`src/rtl/debug_pkg.sv`:
```
// Shared definitions for the debug dump controller: FSM states, the selector
// code table walked on every dump, and the optional header constants.
package debug_pkg;

    localparam int DUMP_ENTRIES = 20;
    localparam int IDX_W        = 5;
    localparam logic [IDX_W-1:0] LAST_IDX = IDX_W'(DUMP_ENTRIES - 1);

    localparam logic [7:0] HDR_SYNC  = 8'hA5;
    localparam logic [7:0] HDR_COUNT = 8'(DUMP_ENTRIES);

    typedef enum logic [2:0] {
        ST_IDLE,
        ST_HEADER,
        ST_SELECT,
        ST_WAIT,
        ST_CAPTURE,
        ST_SEND,
        ST_NEXT,
        ST_DONE
    } state_t;

    // Entry 0 sits in the least significant slot, so the list reads backwards.
    // 0x22 is deliberately absent: that selector has no latch behind it.
    localparam logic [DUMP_ENTRIES-1:0][6:0] CODE_TABLE = {
        7'h41, 7'h40,
        7'h33, 7'h32, 7'h31, 7'h30,
        7'h26, 7'h25, 7'h24, 7'h23, 7'h21, 7'h20,
        7'h15, 7'h14, 7'h13, 7'h12, 7'h11, 7'h10,
        7'h01, 7'h00
    };

endpackage

```
`src/rtl/byte_serializer.sv`:
```
// Holds one captured 32-bit word and offers it MSB byte first on a
// valid/ready interface; 'last' marks the fourth byte of the word.
module byte_serializer (
    input  logic        clk,
    input  logic        rst,
    input  logic        load,
    input  logic [31:0] word,
    input  logic        ready,
    output logic [7:0]  data,
    output logic        valid,
    output logic        last
);

    logic [31:0] shreg;
    logic [1:0]  cnt;
    logic        active;

    // Load a new word, or shift one byte out on each accepted transfer.
    always_ff @(posedge clk or posedge rst) begin
        if (rst) begin
            shreg  <= '0;
            cnt    <= '0;
            active <= 1'b0;
        end else if (load) begin
            shreg  <= word;
            cnt    <= '0;
            active <= 1'b1;
        end else if (active && ready) begin
            shreg <= {shreg[23:0], 8'h00};
            cnt   <= cnt + 2'd1;
            if (cnt == 2'd3)
                active <= 1'b0;
        end
    end

    // The offered byte is always the top of the shift register, so it is
    // naturally stable while the consumer stalls.
    always_comb begin
        data  = shreg[31:24];
        valid = active;
        last  = (cnt == 2'd3);
    end

endmodule

```
`src/rtl/debug_dump_ctrl.sv`:
```
// Debug dump controller: on 'start', freezes the pipeline and walks the
// selector code table, capturing each latch word and streaming it to the
// UART as four bytes, MSB first.
// Build option: DEBUG_DUMP_HEADER_EN prepends a two-byte header
// (sync 0xA5, entry count) ahead of the first entry.
module debug_dump_ctrl
    import debug_pkg::*;
(
    input  logic        clk,
    input  logic        rst,
    input  logic        start,
    output logic [6:0]  sel_code,
    input  logic [31:0] sel_data,
    output logic [7:0]  tx_data,
    output logic        tx_valid,
    input  logic        tx_ready,
    output logic        busy,
    output logic        pipe_en,
    output logic        done
);

    state_t           state, state_next;
    logic [IDX_W-1:0] idx, idx_next;

    logic       ser_load;
    logic       ser_ready;
    logic [7:0] ser_data;
    logic       ser_valid;
    logic       ser_last;

`ifdef DEBUG_DUMP_HEADER_EN
    // Which header byte is on offer: 0 = sync, 1 = entry count.
    logic hdr_cnt;

    // Advance through the two header bytes as each one is accepted.
    always_ff @(posedge clk or posedge rst) begin
        if (rst)
            hdr_cnt <= 1'b0;
        else if (state == ST_HEADER && tx_ready)
            hdr_cnt <= ~hdr_cnt;
    end
`endif

    // State, index and selector registers.
    always_ff @(posedge clk or posedge rst) begin
        if (rst) begin
            state <= ST_IDLE;
            idx   <= '0;
        end else begin
            state <= state_next;
            idx   <= idx_next;
        end
    end

    // Selector code is registered so the mux sees a clean value; it is loaded
    // on entry to SELECT and held until the next entry or the return to IDLE.
    always_ff @(posedge clk or posedge rst) begin
        if (rst)
            sel_code <= '0;
        else if (state_next == ST_SELECT)
            sel_code <= CODE_TABLE[idx_next];
        else if (state_next == ST_IDLE)
            sel_code <= '0;
    end

    // Next-state logic and status outputs.
    always_comb begin
        state_next = state;
        idx_next   = idx;
        ser_load   = 1'b0;
        busy       = 1'b1;
        done       = 1'b0;
        case (state)
            ST_IDLE: begin
                busy = 1'b0;
                if (start) begin
                    idx_next = '0;
`ifdef DEBUG_DUMP_HEADER_EN
                    state_next = ST_HEADER;
`else
                    state_next = ST_SELECT;
`endif
                end
            end
`ifdef DEBUG_DUMP_HEADER_EN
            ST_HEADER: begin
                if (tx_ready && hdr_cnt)
                    state_next = ST_SELECT;
            end
`endif
            ST_SELECT:  state_next = ST_WAIT;
            // One cycle for the registered mux to reflect the new code.
            ST_WAIT:    state_next = ST_CAPTURE;
            ST_CAPTURE: begin
                ser_load   = 1'b1;
                state_next = ST_SEND;
            end
            ST_SEND: begin
                if (ser_valid && tx_ready && ser_last)
                    state_next = ST_NEXT;
            end
            ST_NEXT: begin
                if (idx == LAST_IDX) begin
                    state_next = ST_DONE;
                end else begin
                    idx_next   = idx + 1'b1;
                    state_next = ST_SELECT;
                end
            end
            ST_DONE: begin
                done       = 1'b1;
                state_next = ST_IDLE;
            end
            default: state_next = ST_IDLE;
        endcase
        pipe_en = ~busy;
    end

    // Byte offer mux: serializer during SEND, fixed header bytes in HEADER.
    always_comb begin
        ser_ready = tx_ready && (state == ST_SEND);
        tx_valid  = ser_valid && (state == ST_SEND);
        tx_data   = ser_data;
`ifdef DEBUG_DUMP_HEADER_EN
        if (state == ST_HEADER) begin
            tx_valid = 1'b1;
            tx_data  = hdr_cnt ? HDR_COUNT : HDR_SYNC;
        end
`endif
    end

    byte_serializer u_ser (
        .clk   (clk),
        .rst   (rst),
        .load  (ser_load),
        .word  (sel_data),
        .ready (ser_ready),
        .data  (ser_data),
        .valid (ser_valid),
        .last  (ser_last)
    );

endmodule

```
`config.mk`:
```
export PLATFORM = sky130hd
export DESIGN_NAME = debug_dump_ctrl
export DESIGN_NICKNAME = d
export VERILOG_FILES = /design/src/rtl/debug_pkg.sv /design/src/rtl/byte_serializer.sv /design/src/rtl/debug_dump_ctrl.sv
export SDC_FILE = /design/constraint.sdc
export NUM_CORES = 1
export LEC_CHECK = 0
export CAP_MARGIN = 15
export CORE_UTILIZATION = 35
export DETAILED_ROUTE_END_ITERATION = 10
export HOLD_SLACK_MARGIN = 0.15
export PLACE_DENSITY_LB_ADDON = 0.1
export SLEW_MARGIN = 20
export SYNTH_ARGS = -nofsm -noshare
export SYNTH_HDL_FRONTEND = slang
export SYNTH_HIERARCHICAL = 1
export SYNTH_SLANG_ARGS = --single-unit
```
`constraint.sdc`:
```
create_clock -name clk -period 2.7 [get_ports clk]
set_clock_uncertainty 0.1 [all_clocks]
set_input_delay 0.81 -clock clk [delete_from_list [all_inputs] [get_ports clk]]
set_output_delay 0.81 -clock clk [all_outputs]
set_load 0.1 [all_outputs]
```
==> metrics.csv <==
metric,value,unit
synth_edf_count,0,
ys_types,52,
slew_viol_final,0,
cts_hold_buf,0,
fin_setup_tns,0,ns
tightest_slew,0.546,ns
cts.clk_slew.worst_paths,0.09,ns
grt_start_max_net_pins,92,
core_area,8260,µm²
power.leakage,1.53,nW
endpoint,sel_code[0],
clk_path_buf_depth,2,
synth_seq_cells,49,
outcome,completed,
placed_cells,446,
grt_pass1_vias,2192,
cts_made_buffers,5,
drive_above_1_share,19.5,%
setup_viol,0,
synth_seq_area_share,40.8,%
clock_latency,0.29,ns
root_buffer,clkbuf_8,
power,4.11,mW
dp_hpwl,4390,µm
rr_startpoint,idx[1],
post_cts_resize_count,0,
fill_cells,843,
regArea,1230,µm²
critPathLaunch,start,
synthArstFlopShare,100,%
die_height,94.6,µm
multi_input_area,1460,µm²
syn_nets,346,
grt_pass1_wl,10900,µm
grt_use_total,15.5,%
avgViaCountPerCell,5.00,
avgSynthCellArea,9.85,µm²
yosysWarnings,6,
cellPowerDensity,1120,nW/µm²
dieArea,8950,µm²
io_pins,55,
antenna_found_initial,0,
hold_violations,0,
worst_slack,0.157,ns
postCtsSetupRepairBufs,0,
dr.pass1.iters,4,
rsz0062_at_grt,no,
clock-sinks,49,
synth_area,3000,µm²
drtIter0Drc,148,
place_worst_setup_slack,-0.196,ns
wl_per_cell,14.5,µm
layout.nets,389,
fp.dieW,94.6,µm
period_minus_slack,2.54,ns
remaining_drc_errors,0,
vias,2269,
place_congestion,0.786,
critical_path_required,2.81,ns
crit_type,in2reg,
cp-end-kind,flip-flop,
r2r_slack,0.18,ns
finalNonFillerCells,454,
rows,33,
timing.max_cap.violations,0,
ir_worst_vdd,0.000468,V
initial_core_util,36.4,%
synthCells,305,
start_kind,primary input,
worstPathArrival,2.65,ns
max_slew_margin,63.6,%
htree_levels,2,
area_growth_syn_to_layout,22.5,%
fin_crit_sh,94.2,%
wl,6570,µm
crit_fanout,4,
r2r-end,sel_code[0],
cts_tree,built,
grt_overflow,0,
worstHoldPathType,reg2reg,
fmaxAchievable,393,MHz
rr_worst_depth,7,
numPortBuffers,53,
num_antenna_cells,0,
ys.flop_type,dfrtp_1,
ant_nets,0,
## synth_stat cells (3+ instances only)
cell	instances	area [µm²]
o311ai_2	8	130
a21o_1	4	30.0
nor3_1	4	20.0
nand4b_1	25	219
o21ai_1	8	40.0
buf_2	9	45.0
dfrtp_1	49	1230
and2_1	3	18.8
ha_1	5	62.6
nand2_1	39	146
a211oi_1	3	22.5
nand2b_1	24	150
inv_1	17	63.8
buf_4	13	97.6
a21oi_1	8	40.0
o21ai_0	5	25.0
o211ai_1	14	105
nor2_1	11	41.3
nand4_1	3	18.8
buf_6	9	101
o211ai_2	3	37.5
## sequential cells by signal (all words and copies together) (netlist names)
signal,flops
state,3
u_ser/valid,1
sel_code,6
u_ser/shreg,32
idx,5
u_ser/cnt,2
## worst max-delay path, cell delays in order
cell             delay, ns
clkdlybuf4s50_1       0.41
or4b_4                0.21
o21ai_0               0.08
a211oi_1              0.48
ha_1                  0.34
a21o_1                0.17
o31ai_2               0.16
## per-layer routing
layer  track usage [%]  vias up  routed length [µm]
met5                 0        -                   0
met4              4.17        0                  40
met3              2.74        2                 282
met2              22.9       48                2740
met1              23.2     1048                3510
li1                  -     1171                   -
## placed cells by master, fill, tap and decap left out, types with 3 or more instances in the layout
master            n
and2_1            3
buf_4            28
o211ai_1         14
a211oi_1          3
nor3_1            3
inv_1            16
nand2b_1         24
nand4_1           3
clkdlybuf4s50_1  35
ha_1              5
buf_12            5
a21o_1            4
o311ai_2          8
o21ai_1           8
clkbuf_8          6
nor2_1           11
nand2_1          38
nand4b_1         25
o211ai_2          3
dfrtp_1          49
a21oi_1           8
o21ai_0           5
## power breakdown
part           leakage, nW  total (mW)  switching [mW]  internal (mW)
Combinational        0.850        2.35            1.48          0.871
Sequential           0.625        1.21           0.188           1.02
Clock               0.0574       0.550           0.249          0.301
## worst min path at each step
stage / end / slack (ns) / cells after the start / from
after floorplan: u_ser/shreg[0] / 0.41 / 2 / u_ser/shreg[0]
after global placement: sel_code[6] / 0.39 / 1 / sel_code[6]
after detailed placement: sel_code[1] / 0.38 / 2 / sel_code[1]
after CTS: sel_code[1] / 0.40 / 2 / sel_code[1]
after global routing: sel_code[1] / 0.44 / 2 / sel_code[1]
final: sel_code[1] / 0.40 / 2 / sel_code[1]
## cell type report
cell class | instances | area share [%]
clock inverters | 2 | 1.02
inverters | 19 | 2.04
repair buffers | 68 | 18.0
well taps | 105 | 3.57
flip-flops and latches | 49 | 33.3
multi-input cells | 205 | 39.8
clock buffers | 6 | 2.25
## per-stage QoR
step,cell area [µm²],util (%),hold WS [ns]
detailed placement,3560,43.1,0.385
finish,3680,44.5,0.395
floorplan,3010,-,0.406
global route,3680,44.5,0.440
global placement,3560,43.1,0.389
CTS,3680,44.5,0.404
## cells by family (layout without fill, tap and decap cells)
kind of cell / after synthesis / in the layout / synth area share [%]
compound gates: 71 / 71 / 19.7
xor+xnor: 1 / 1 / 0.292
fa+ha+maj: 5 / 5 / 2.08
buf+inv: 51 / 95 / 10.7
flops: 49 / 49 / 40.8
mux: 3 / 3 / 1.12
other cells: 1 / 1 / 0.125
simple gates: 124 / 124 / 25.2
Note: power is estimated with default switching activity, not from simulation.
